File: src/rtl/mc_maindec_pkg.sv
// Shared MIPS declarations: instruction fields plus the multicycle controller's
// state, mux-select and error encodings.
package mips_decls_p;

    typedef enum logic [5:0] {
        OP_RTYPE = 6'b000000,
        OP_J     = 6'b000010,
        OP_JAL   = 6'b000011,
        OP_BEQ   = 6'b000100,
        OP_ADDI  = 6'b001000,
        OP_LW    = 6'b100011,
        OP_SW    = 6'b101011
    } opcode_t;

    typedef enum logic [5:0] {
        F_JR  = 6'b001000,
        F_ADD = 6'b100000,
        F_SUB = 6'b100010,
        F_AND = 6'b100100,
        F_OR  = 6'b100101,
        F_SLT = 6'b101010
    } funct_t;

    typedef enum logic [3:0] {
        S_FETCH, S_DECODE, S_MEMADR, S_MEMRD, S_MEMWB, S_MEMWR,
        S_RTYPEEX, S_ALUWB, S_BEQ, S_ADDIEX, S_ADDIWB,
        S_J, S_JAL, S_JR, S_ERR
    } statetype_t;

    typedef enum logic [1:0] {
        SRCB_B     = 2'b00,
        SRCB_FOUR  = 2'b01,
        SRCB_IMM   = 2'b10,
        SRCB_IMMSH = 2'b11
    } alusrcb_t;

    typedef enum logic [1:0] {
        PC_ALURESULT = 2'b00,
        PC_ALUOUT    = 2'b01,
        PC_JUMP      = 2'b10,
        PC_RS        = 2'b11
    } pcsrc_t;

    typedef enum logic [1:0] {
        ERR_NONE    = 2'b00,
        ERR_ILLEGAL = 2'b01,
        ERR_TIMEOUT = 2'b10
    } err_t;

    // States that hold the shared memory port and are guarded by the watchdog
    function automatic logic is_mem_state(statetype_t s);
        return (s == S_FETCH) || (s == S_MEMRD) || (s == S_MEMWR);
    endfunction

endpackage

File: src/rtl/mc_maindec_wait_timer.sv
// Saturating wait-cycle counter for memory states; timeout flags the limit cycle.
module mc_wait_timer #(
    parameter  int MAX_WAIT = 15,
    localparam int CNT_W    = (MAX_WAIT > 0) ? $clog2(MAX_WAIT + 1) : 1
) (
    input  logic clk,
    input  logic reset,
    input  logic clear,
    input  logic enable,
    output logic timeout
);

    localparam logic [CNT_W-1:0] LIMIT = CNT_W'(MAX_WAIT);

    logic [CNT_W-1:0] count_reg;

    // Count stalled memory cycles, holding at the limit instead of wrapping
    always_ff @(posedge clk or posedge reset) begin
        if (reset) begin
            count_reg <= '0;
        end else if (clear) begin
            count_reg <= '0;
        end else if (enable && (count_reg != LIMIT)) begin
            count_reg <= count_reg + 1'b1;
        end
    end

    assign timeout = (count_reg == LIMIT);

endmodule

File: src/rtl/mc_maindec.sv
// Multicycle MIPS main controller with handshaked memory port, watchdog
// timeout and sticky error trap.
module mc_maindec
    import mips_decls_p::*;
#(
    parameter int MAX_WAIT = 15
) (
    input  logic       clk,
    input  logic       reset,
    input  logic [5:0] opcode,
    input  logic [5:0] funct,
    input  logic       mem_ready,
    output logic       mem_req,
    output logic       iord,
    output logic       memwrite,
    output logic       irwrite,
    output logic       pcwrite,
    output logic       branch,
    output logic       regwrite,
    output logic       regdst,
    output logic       memtoreg,
    output logic       jal,
    output logic       alusrca,
    output logic [1:0] alusrcb,
    output logic [1:0] pcsrc,
    output logic [1:0] aluop,
    output logic       retire,
    output logic [1:0] err
);

    statetype_t state_reg, state_next;
    err_t       err_reg, err_next;
    logic       in_mem;
    logic       timeout;

    // Counter restarts whenever a memory access completes or we are elsewhere,
    // so back-to-back memory states (MEMWR -> FETCH) each get a full budget.
    assign in_mem = is_mem_state(state_reg);

    mc_wait_timer #(.MAX_WAIT(MAX_WAIT)) u_wait_timer (
        .clk     (clk),
        .reset   (reset),
        .clear   (!in_mem || mem_ready),
        .enable  (in_mem && !mem_ready),
        .timeout (timeout)
    );

    // State and sticky error registers
    always_ff @(posedge clk or posedge reset) begin
        if (reset) begin
            state_reg <= S_FETCH;
            err_reg   <= ERR_NONE;
        end else begin
            state_reg <= state_next;
            err_reg   <= err_next;
        end
    end

    assign err = err_reg;

    // Next state and datapath strobes; everything is forced low while reset is high
    always_comb begin
        mem_req    = 1'b0;
        iord       = 1'b0;
        memwrite   = 1'b0;
        irwrite    = 1'b0;
        pcwrite    = 1'b0;
        branch     = 1'b0;
        regwrite   = 1'b0;
        regdst     = 1'b0;
        memtoreg   = 1'b0;
        jal        = 1'b0;
        alusrca    = 1'b0;
        alusrcb    = SRCB_B;
        pcsrc      = PC_ALURESULT;
        aluop      = 2'b00;
        retire     = 1'b0;
        state_next = state_reg;
        err_next   = err_reg;
        if (!reset) begin
            case (state_reg)
                S_FETCH: begin
                    mem_req = 1'b1;
                    alusrcb = SRCB_FOUR;
                    if (mem_ready) begin
                        irwrite    = 1'b1;
                        pcwrite    = 1'b1;
                        state_next = S_DECODE;
                    end else if (timeout) begin
                        state_next = S_ERR;
                        err_next   = ERR_TIMEOUT;
                    end
                end
                S_DECODE: begin
                    alusrcb = SRCB_IMMSH;
                    case (opcode)
                        OP_LW, OP_SW: state_next = S_MEMADR;
                        OP_RTYPE:     state_next = (funct == F_JR) ? S_JR : S_RTYPEEX;
                        OP_BEQ:       state_next = S_BEQ;
                        OP_ADDI:      state_next = S_ADDIEX;
                        OP_J:         state_next = S_J;
                        OP_JAL:       state_next = S_JAL;
                        default: begin
                            state_next = S_ERR;
                            err_next   = ERR_ILLEGAL;
                        end
                    endcase
                end
                S_MEMADR: begin
                    alusrca    = 1'b1;
                    alusrcb    = SRCB_IMM;
                    state_next = (opcode == OP_SW) ? S_MEMWR : S_MEMRD;
                end
                S_MEMRD: begin
                    mem_req = 1'b1;
                    iord    = 1'b1;
                    if (mem_ready) begin
                        state_next = S_MEMWB;
                    end else if (timeout) begin
                        state_next = S_ERR;
                        err_next   = ERR_TIMEOUT;
                    end
                end
                S_MEMWB: begin
                    regwrite   = 1'b1;
                    memtoreg   = 1'b1;
                    retire     = 1'b1;
                    state_next = S_FETCH;
                end
                S_MEMWR: begin
                    mem_req  = 1'b1;
                    iord     = 1'b1;
                    memwrite = 1'b1;
                    if (mem_ready) begin
                        retire     = 1'b1;
                        state_next = S_FETCH;
                    end else if (timeout) begin
                        state_next = S_ERR;
                        err_next   = ERR_TIMEOUT;
                    end
                end
                S_RTYPEEX: begin
                    alusrca    = 1'b1;
                    aluop      = 2'b10;
                    state_next = S_ALUWB;
                end
                S_ALUWB: begin
                    regwrite   = 1'b1;
                    regdst     = 1'b1;
                    retire     = 1'b1;
                    state_next = S_FETCH;
                end
                S_BEQ: begin
                    alusrca    = 1'b1;
                    aluop      = 2'b01;
                    branch     = 1'b1;
                    pcsrc      = PC_ALUOUT;
                    retire     = 1'b1;
                    state_next = S_FETCH;
                end
                S_ADDIEX: begin
                    alusrca    = 1'b1;
                    alusrcb    = SRCB_IMM;
                    state_next = S_ADDIWB;
                end
                S_ADDIWB: begin
                    regwrite   = 1'b1;
                    retire     = 1'b1;
                    state_next = S_FETCH;
                end
                S_J: begin
                    pcwrite    = 1'b1;
                    pcsrc      = PC_JUMP;
                    retire     = 1'b1;
                    state_next = S_FETCH;
                end
                S_JAL: begin
                    pcwrite    = 1'b1;
                    pcsrc      = PC_JUMP;
                    regwrite   = 1'b1;
                    jal        = 1'b1;
                    retire     = 1'b1;
                    state_next = S_FETCH;
                end
                S_JR: begin
                    pcwrite    = 1'b1;
                    pcsrc      = PC_RS;
                    retire     = 1'b1;
                    state_next = S_FETCH;
                end
                S_ERR: begin
                    state_next = S_ERR;
                end
                default: begin
                    state_next = S_FETCH;
                end
            endcase
        end
    end

endmodule

File: config.mk
export PLATFORM = sky130hd
export DESIGN_NAME = mc_maindec
export DESIGN_NICKNAME = d
export VERILOG_FILES = /design/src/rtl/mc_maindec_pkg.sv /design/src/rtl/mc_maindec_wait_timer.sv /design/src/rtl/mc_maindec.sv
export SDC_FILE = /design/constraint.sdc
export NUM_CORES = 1
export LEC_CHECK = 0
export CORE_ASPECT_RATIO = 1.25
export CORE_UTILIZATION = 45
export CTS_CLUSTER_DIAMETER = 40
export DETAILED_ROUTE_END_ITERATION = 16
export PLACE_DENSITY = 0.79
export SETUP_SLACK_MARGIN = 0.3
export SLEW_MARGIN = 0
export SYNTH_ARGS = -nofsm -noshare
export SYNTH_HDL_FRONTEND = slang
export SYNTH_SLANG_ARGS = --single-unit
export TNS_END_PERCENT = 20
File: constraint.sdc
create_clock -name clk -period 2 [get_ports clk]
set_clock_uncertainty 0.15 [all_clocks]
set_input_delay 0.5 -clock clk [delete_from_list [all_inputs] [get_ports clk]]
set_output_delay 0.5 -clock clk [all_outputs]
set_load 0.05 [all_outputs]
==> results of run 1 <==
## cell usage after synthesis (all sizes together) (2+ instances only)
library cell and instances:
a211oi 2, nor4 5, nand3 5, nor3b 2
buf 7, clkbuf 4, nand2 16, or2 3
nor2 20, dfrtp 10, nor3 9, a21o 2
nor4b 2, a31oi 4, nand2b 4, inv 6
a21oi 12, o21ai 8, xor2 3, a32oi 3
nor2b 2
## kinds of logic after synthesis
logic type	Yosys count
and+or+nand+nor	71
muxes	1
xor gates and xnor gates	4
DFF	10
buffers and inverters	17
AOI/OAI and AO/OA	39
adders and majority gates	1
## per-stage QoR
stage / area, um^2 / std cells / setup TNS [ns]
after floorplan: 1220 / 143 / -3.50
after global placement: 1990 / 241 / -6.72
after detailed placement: 1990 / 241 / -9.15
==> impl_metrics.toml, run 1 <==
[clocking]
cts-resized-gates = 45
cts_made_buffers = 3
cts-root-buf = "clkbuf_4"
htreeDepth = 1
post-cts-setup-buffer-count = 8
cts.path.max_buffers = 2
ctsHoldBuffers = 0
cts.sinks = 10

[synth]
yosysTopAreaCell = "dfrtp_1"
synth.top_cell.area_share = 0.241
syn_area_per_cell_um2 = 7.27
synth_edf_count = 0
muxShareOfSynthArea = 0.00963
ys_ff_latch = 10
synth_seq_area_share = 0.241
syn_inst = 143
synthAdderAreaFrac = 0.0120
synth_cell_types = 43
synth.cell_area_um2 = 1040
synth_compound_area_frac = 0.265
yosys_warnings = 0
ys.flop_type = "dfrtp_1"
synth.area.top_cells = "dfrtp_1, nor2_1, a21oi_1, nand2_1, nor3_1"
synth_top_family_by_area = "simple AND/OR/NAND/NOR gates"
syn_nets = 159
synthArstFlopShare = 1.00
synthSimpleGateAreaFrac = 0.361
synthXorXnorAreaFrac = 0.0337

[placement]
gp_congestion = 0.939
portBuffers = 34
dp_hpwl_mm = 3.44
place_ws_ns = -0.445

[run_status]
stop_stage = "clock tree synthesis (4_1_cts)"
firstError = "[ERROR DPL-0038] Utilization greater than 100%, impossible to legalize"
status = "did not finish"

[die]
dieWidth_um = 45.0
io_pins = 35
die_h_um = 55.7
rows = 19
initial_core_util = 0.475
==> run 2: changes to the inputs <==
Settings changed: CORE_AREA from default to 2 2 63 65, CORE_ASPECT_RATIO 1.25 to default, CORE_UTILIZATION 45 to default, CTS_CLUSTER_DIAMETER 40 to default, DIE_AREA from default to 0 0 65 67, PLACE_DENSITY 0.79 to default, PLACE_DENSITY_LB_ADDON from default to 0.15, SETUP_SLACK_MARGIN 0.3 to default.
==> run 2 against run 1 <==
The flow now finishes, with violations (negative setup slack). Synthesized cell count is the same. Synthesized area is the same.
==> impl_metrics.toml, run 2 <==
[setup_path]
required_ns = 1.35
ff2ff_setup_slack_ns = 0.02
cp.arrival_ns = 1.67
critPathKind = "reg -> out"
crit_path_start_kind = "flip-flop"
path_max_fanout = 6
crit_path_end_kind = "primary output"

[clocking]
cts_made_buffers = 3
cts_tree = "built"
ctsHoldBuffers = 0
cts.sinks = 10
htreeDepth = 1
clock_latency_ns = 0.23
cts-root-buf = "clkbuf_8"
clkTransAtPathRegs_ns = 0.05
cts.path.max_buffers = 2

[drt]
ant_nets = 0
drc = 0
vias = 1396
drt-total-wl_mm = 3.97
viasPerCell = 5.13
drt_iter0_markers = 40
wl_per_cell_um = 14.6
first_pass_iters = 4

[cells_and_area]
fillerInstances = 310
final_cell_mix = "buf_4, buf_12, nor2_1"
final_cells = 272
final_nets = 241
antenna_cells = 0
syn2layout_area_growth_pct = 120
layout-drive-gt1-share = 0.527
layout_commonest_cell = "buf_4"

[placement]
dp_hpwl_mm = 3.02
portBuffers = 34
placed_cells = 256
gp_congestion = 0.858
place_ws_ns = -0.411

[synth]
synth_seq_area_share = 0.241
yosysTopAreaCell = "dfrtp_1"
syn_nets = 159
synth.top_cell.area_share = 0.241
ys_top_cells_by_count = "nor2_1, nand2_1, a21oi_1"
synth_cell_types = 43
syn_area_per_cell_um2 = 7.27
synth.area.top_cells = "dfrtp_1, nor2_1, a21oi_1, nand2_1, nor3_1"
ys.flop_type = "dfrtp_1"
ys_ff_latch = 10
yosys_warnings = 0
synth.cell_area_um2 = 1040
synthArstFlopShare = 1.00
yosysMostFrequentCell = "nor2_1"
syn_inst = 143
synth_edf_count = 0

[sta]
max_freq_mhz = 431
fin_ws_ns = -0.322
slew_headroom = 0.745
fin_crit_sh = 1.16
fin_crit_ns = 2.32
rsz0062_at_grt = "true"
setup_viol = 17
slew_viol_final = 0
hold_violations = 0
worstMarginPinSlew_ns = 0.382

[power]
leakage_uw = 0.000948
powerDensity_nw_per_um2 = 1180
finalPower_uw = 2710
ir_worst_vdd_uv = 691

[run]
maxCapViolCount = 0

[die]
core_um2 = 3610
dieArea_um2 = 4360
initial_core_util = 0.288
rows = 22
dieWidth_um = 65
io_pins = 35
die_h_um = 67

[global_route]
grt_max_degree = 10
grt_pass1_wl_mm = 6.35
antenna_found_initial = 0
grtUsageTotal = 0.186
grt_pass1_vias = 1410
overflow = 0

[run_status]
status = "finished, violations left"
violations = "negative setup slack"

[min_path]
hp-class = "reg -> reg"
## run 2: cell counts after synthesis
No cell type changed its count.
## run 2: worst paths after layout
check / end / depth (start not counted) / start
min reg2reg: err[1] / 1 / err[1]
max: mem_req / 6 / state_reg[1]
min: err[1] / 1 / err[1]
max in group asynchronous: state_reg[2] / 6 / reset
min in group asynchronous: err[0] / 6 / reset
max reg2reg: err[0] / 8 / state_reg[1]
## run 2: logic make-up (layout without fill, tap and decap cells)
group,after synthesis,in the layout,synth area share
AO/OA/AOI/OAI,39,39,0.265
XOR/XNOR,4,4,0.0337
adder cells (fa/ha/maj),1,1,0.0120
buffers and inverters,17,98,0.0782
flip-flops,10,10,0.241
multiplexers,1,1,0.00963
AND/OR/NAND/NOR,71,71,0.361
## run 2: per-layer routing
layer  up-vias  GRT usage  part of all wire
li1        683          -                 -
met1       681      0.222              0.42
met2        32      0.375              0.54
met3         0     0.0169             0.034
met4         0    0.00798                 0
met5         -          0                 0
## run 2: through the flow
| stage | util | hold WS [ns] | instance area [um^2] | TNS, ns |
|---|---|---|---|---|
| after CTS | 0.609 | 0.358 | 2190 | -2.51 |
| after detailed placement | 0.560 | 0.344 | 2020 | -7.55 |
| after global placement | 0.560 | 0.316 | 2020 | -6.89 |
| after global routing | 0.635 | 0.364 | 2290 | -3.73 |
| after floorplan | - | 0.379 | 1220 | -3.50 |
| final | 0.635 | 0.350 | 2290 | -2.74 |
## run 2: layout make-up
cell class	instances	area (um^2)	share of cell area
Timing Repair Buffer	88	981	0.428
Multi-Input combinational cell	116	926	0.404
Sequential cell	10	255	0.111
Tap cell	48	60.1	0.0262
Clock buffer	4	45.0	0.0197
Inverter	6	22.5	0.00984
## run 2: power by group
part	switching, uW	total, uW	internal [uW]
logic	1080	2130	1060
clock network	70.9	210	139
registers	105	363	259
## run 2: critical path, stage by stage (launching register included)
cell and delay [ns]:
dfrtp_2 0.45, buf_4 0.16, and2b_1 0.18, nor3_1 0.18
a21oi_1 0.10, nor3_2 0.21, buf_12 0.17
## run 2: timing repair
action / 4_1_cts / 5_1_grt
hold endpoints to repair: 0 / 0
pin swaps: 13 / 7
setup buffers: 9 / 3
setup endpoints to repair: 23 / 26
cloned: 0 / 0
gates resized for setup: 25 / 20
No activity file was read; power rests on OpenSTA's default activity.
==> run 3: changes to the inputs <==
Settings changed: GPL_ROUTABILITY_DRIVEN from default to 0.
Clock period 2 ns to 2.2 ns, I/O delays scaled along.
==> run 3 against run 2 <==
The flow still finishes with violations (negative setup slack). Count of clock-buffer cells in the layout did not move. Worst setup slack gained 0.26 ns. Register-to-register slack better by 0.24 ns. Design area shrank 9.4%. Critical path depth down 2. Via count fell by 4.8%. Non-clock buffer count shrank 20.
==> impl_metrics.toml, run 3 (synthesis gave the netlist of run 2 again) <==
[run_status]
violations = "negative setup slack"
status = "finished, violations left"

[clocking]
cts.sinks = 10
clkTransAtPathRegs_ns = 0.04
clock_latency_ns = 0.23
ctsHoldBuffers = 0
cts-root-buf = "clkbuf_8"
cts_made_buffers = 3
htreeDepth = 1
cts.path.max_buffers = 2
cts_tree = "built"

[die]
initial_core_util = 0.288
dieArea_um2 = 4360
io_pins = 35
die_h_um = 67
dieWidth_um = 65
core_um2 = 3610
rows = 22

[setup_path]
required_ns = 1.50
crit_path_start_kind = "flip-flop"
critPathKind = "reg -> out"
ff2ff_setup_slack_ns = 0.26
r2r_start = "state_reg[0]"
path_max_fanout = 10
path_cells = "and2b_1 > nand2_1 > a211oi_2 > buf_12"
worst_r2r_endpoint = "state_reg[1]"
crit_buf_inv = 1
slowest_stage = "dfrtp_2"
reg2reg_depth = 7
cp.arrival_ns = 1.56
path_delay_family = "flip-flops"
crit_path_end_kind = "primary output"
slowest_delay_ns = 0.49

[global_route]
overflow = 0
grt_pass1_wl_mm = 6.21
antenna_found_initial = 0
grt_max_degree = 13
grtUsageTotal = 0.181
grt_pass1_vias = 1345

[sta]
worstMarginPinSlew_ns = 0.346
fin_ws_ns = -0.0600
slew_headroom = 0.767
rsz0062_at_grt = "true"
max_freq_mhz = 442
fin_crit_sh = 1.03
setup_viol = 7
fin_crit_ns = 2.26
hold_violations = 0
slew_viol_final = 0

[cells_and_area]
final_cell_mix = "buf_4, buf_12, nand2_1"
syn2layout_area_growth_pct = 99.5
final_nets = 221
layout-drive-gt1-share = 0.466
fin_util = 0.575
layout_commonest_cell = "buf_4"
final_cells = 252
antenna_cells = 0
fillerInstances = 338

[drt]
wl_per_cell_um = 14.4
vias = 1329
drt_iter0_markers = 27
drc = 0
drt-total-wl_mm = 3.64
viasPerCell = 5.27
ant_nets = 0
first_pass_iters = 4

[power]
powerDensity_nw_per_um2 = 1040
ir_worst_vdd_uv = 557
leakage_uw = 0.000846

[min_path]
min_to = "err[1]"
hold_path_depth = 1
hold_start = "err[1]"
hp-class = "reg -> reg"

[placement]
placed_cells = 244
portBuffers = 34
dp_hpwl_mm = 2.82
place_ws_ns = -0.305

[run]
maxCapViolCount = 0
[run 3: cell types whose count changed in the layout (fill, tap and decap cells not counted), moves of 2 or more]
cell,previous run,this run
buf_4,45,32
buf_6,7,2
nor2_2,2,7
nor2_4,5,1
nand2_1,11,14
buf_8,2,0
nand2_4,2,0
[run 3: area by class of cell]
type                       count  area, um^2  area share
tap                           48        60.1      0.0290
inverter                       6        22.5      0.0109
timing repair buffer          68         810       0.390
multi-input combinational    116         883       0.426
sequential                    10         254       0.122
clock buffer                   4        45.0      0.0217
[run 3: where the power goes]
group          internal, uW  switching [uW]
Sequential              234            97.3
Combinational           757             879
Clock                   126            64.5
[run 3: through the flow]
stage | area (um^2) | power (uW) | hold slack (ns) | TNS, ns
after floorplan | 1230 | 1240 | 0.386 | -1.91
after global routing | 2070 | 2280 | 0.365 | -0.900
after detailed placement | 1920 | 1830 | 0.325 | -4.10
after global placement | 1920 | 1810 | 0.317 | -3.53
final | 2070 | 2160 | 0.335 | -0.202
after CTS | 2060 | 2140 | 0.338 | -0.357
[run 3: routing by layer]
layer / vias to the layer above / GRT usage / wire, um
met1: 646 / 0.219 / 1600
met3: 4 / 0.0253 / 121
met2: 35 / 0.341 / 1900
met4: 0 / 0.0293 / 18
li1: 644 / - / -
met5: - / 0 / 0
[run 3: repair_timing]
item,in CTS,in global routing
buffers inserted,3,0
gates resized for setup,19,5
gates cloned,1,0
pin swaps,4,1
setup endpoints to repair,19,17
[run 3: worst max path at each step]
stage	from	to	slack, ns	cells after the start
final	state_reg[0]	alusrcb[1]	-0.06	4
after global routing	state_reg[0]	pcwrite	-0.13	5
after CTS	state_reg[0]	regwrite	-0.08	4
after detailed placement	mem_ready	pcwrite	-0.30	5
after global placement	mem_ready	pcwrite	-0.25	5
after floorplan	state_reg[0]	pcwrite	-0.27	5
[run 3: worst register-to-register path, stage by stage, from the launching register on]
cell and delay [ns]:
dfrtp_2 0.49, buf_4 0.19, nor4b_4 0.14, buf_4 0.15, a32oi_4 0.18, a21oi_1 0.09
a311oi_2 0.27, o221ai_1 0.14
==> run 4: changes to the inputs <==
Clock period 2.2 ns to 2.3 ns, I/O delays scaled along.
==> run 4 against run 3 <==
Count of clock-buffer cells in the layout unchanged. Via count decreased by 2.6%. First-iteration DRC count increased by 67%. The run now ends clean. Register-to-register slack improved by 0.10 ns. Critical path type unchanged. Sequential power decreased by 6.3%. Non-clock buffer count decreased by 3. Largest cell class unchanged. Total power decreased by 4.1%. Design area decreased by 3.0%. Worst setup slack improved by 0.069 ns. Critical endpoint is now regwrite. Flip-flop and latch count unchanged. Clock power increased by 12%. Combinational power decreased by 6%.
==> impl_metrics.toml, run 4 (synthesis gave the netlist of run 2 again) <==
[run_status]
status = "complete, no violations"

[drt]
first_pass_iters = 4
ant_nets = 0
drt-total-wl_mm = 3.44
vias = 1294
viasPerCell = 5.20
drt_iter0_markers = 45
wl_per_cell_um = 13.8
drc = 0

[clocking]
ctsHoldBuffers = 0
cts_tree = "built"
cts.path.max_buffers = 2
cts.sinks = 10
clkTransAtPathRegs_ns = 0.04
cts_made_buffers = 3
clock_latency_ns = 0.23
htreeDepth = 1
cts-root-buf = "clkbuf_8"

[global_route]
overflow = 0
grt_pass1_vias = 1287
grt_pass1_wl_mm = 5.76
grtUsageTotal = 0.167
antenna_found_initial = 0
grt_max_degree = 12

[setup_path]
ff2ff_setup_slack_ns = 0.36
required_ns = 1.57
crit_path_start_kind = "flip-flop"
critPathKind = "reg -> out"
crit_path_end_kind = "primary output"
reg2reg_depth = 6
cp.arrival_ns = 1.57
path_max_fanout = 8

[sta]
rsz0062_at_grt = "true"
fin_crit_sh = 0.996
fin_crit_ns = 2.29
hold_violations = 0
slew_headroom = 0.669
setup_viol = 0
worstMarginPinSlew_ns = 0.496
slew_viol_final = 0
max_freq_mhz = 436

[die]
dieArea_um2 = 4360
initial_core_util = 0.288
io_pins = 35
dieWidth_um = 65
die_h_um = 67
core_um2 = 3610
rows = 22

[min_path]
hp-class = "reg -> reg"
hold_path_depth = 1

[cells_and_area]
final_cell_mix = "buf_4, buf_12, nand2_1"
antenna_cells = 0
fin_util = 0.558
postLayoutCellArea_um2 = 2010
syn2layout_area_growth_pct = 93.6
final_nets = 218
layout-drive-gt1-share = 0.423
final_cells = 249
fillerInstances = 332
layout_commonest_cell = "buf_4"

[power]
finalPower_uw = 2070
powerDensity_nw_per_um2 = 1030
ir_worst_vdd_uv = 451
leakage_uw = 0.000805

[run]
maxCapViolCount = 0

[placement]
portBuffers = 34
dp_hpwl_mm = 2.72
placed_cells = 240
place_area_um2 = 1860
==> run 4: cell types whose count changed in the layout (fill, tap and decap cells not counted), moves of 2 or more <==
cell             delta
nor2_1              +3
buf_4               -6
clkdlybuf4s50_1     +2
nand2_1             +2
nand2_2             -2
nor2_2              -3
buf_6               +3
==> run 4: per-stage QoR <==
stage                     hold WS [ns]  setup WS (ns)  TNS (ns)
after floorplan                  0.386         -0.273     -1.70
after global placement           0.317         -0.217     -2.02
after detailed placement         0.323         -0.263     -2.11
after CTS                        0.334        0.00225         0
after global routing             0.355        -0.0418    -0.224
final                            0.331        0.00888         0
==> run 4: layout make-up <==
class | count | area (um^2) | share of cell area
clock buffers | 4 | 55.1 | 0.0273
well taps | 48 | 60.1 | 0.0298
inverters | 6 | 22.5 | 0.0112
multi-input cells | 116 | 856 | 0.425
flip-flops and latches | 10 | 254 | 0.126
repair buffers | 65 | 766 | 0.380
==> run 4: report_power, final <==
part           switching, uW  total, uW  internal [uW]
sequential              86.1        310            224
combinational            826       1540            718
clock                   64.2        214            150
total                    976       2070           1090
==> run 4: worst max-delay path: stages (launching register included) <==
cell	delay, ns
dfrtp_2	0.48
nand2b_2	0.20
or2_2	0.30
a21oi_2	0.19
buf_12	0.16
==> run 4: path summary, 6_finish.rpt <==
check                        startpoint                         to
max in group asynchronous         reset               state_reg[0]
max reg2reg                state_reg[1]               state_reg[3]
max                        state_reg[0]                   regwrite
min reg2reg                      err[1]                     err[1]
min                              err[1]                     err[1]
min in group asynchronous         reset  u_wait_timer.count_reg[1]
==> run 4: what timing repair did <==
| item | 4_1_cts | 5_1_grt |
|---|---|---|
| endpoints found under the setup margin | 18 | 13 |
| endpoints found under the hold margin | 0 | 0 |
| gates resized for setup | 10 | 11 |
| pin swaps | 2 | 4 |
| buffers inserted | 4 | 1 |
==> run 4: metal layers <==
layer	up-vias	wire, um	track usage
li1	635	-	-
met1	613	1450	0.194
met2	40	1770	0.313
met3	6	176	0.0321
met4	0	46	0.0426
met5	-	0	0
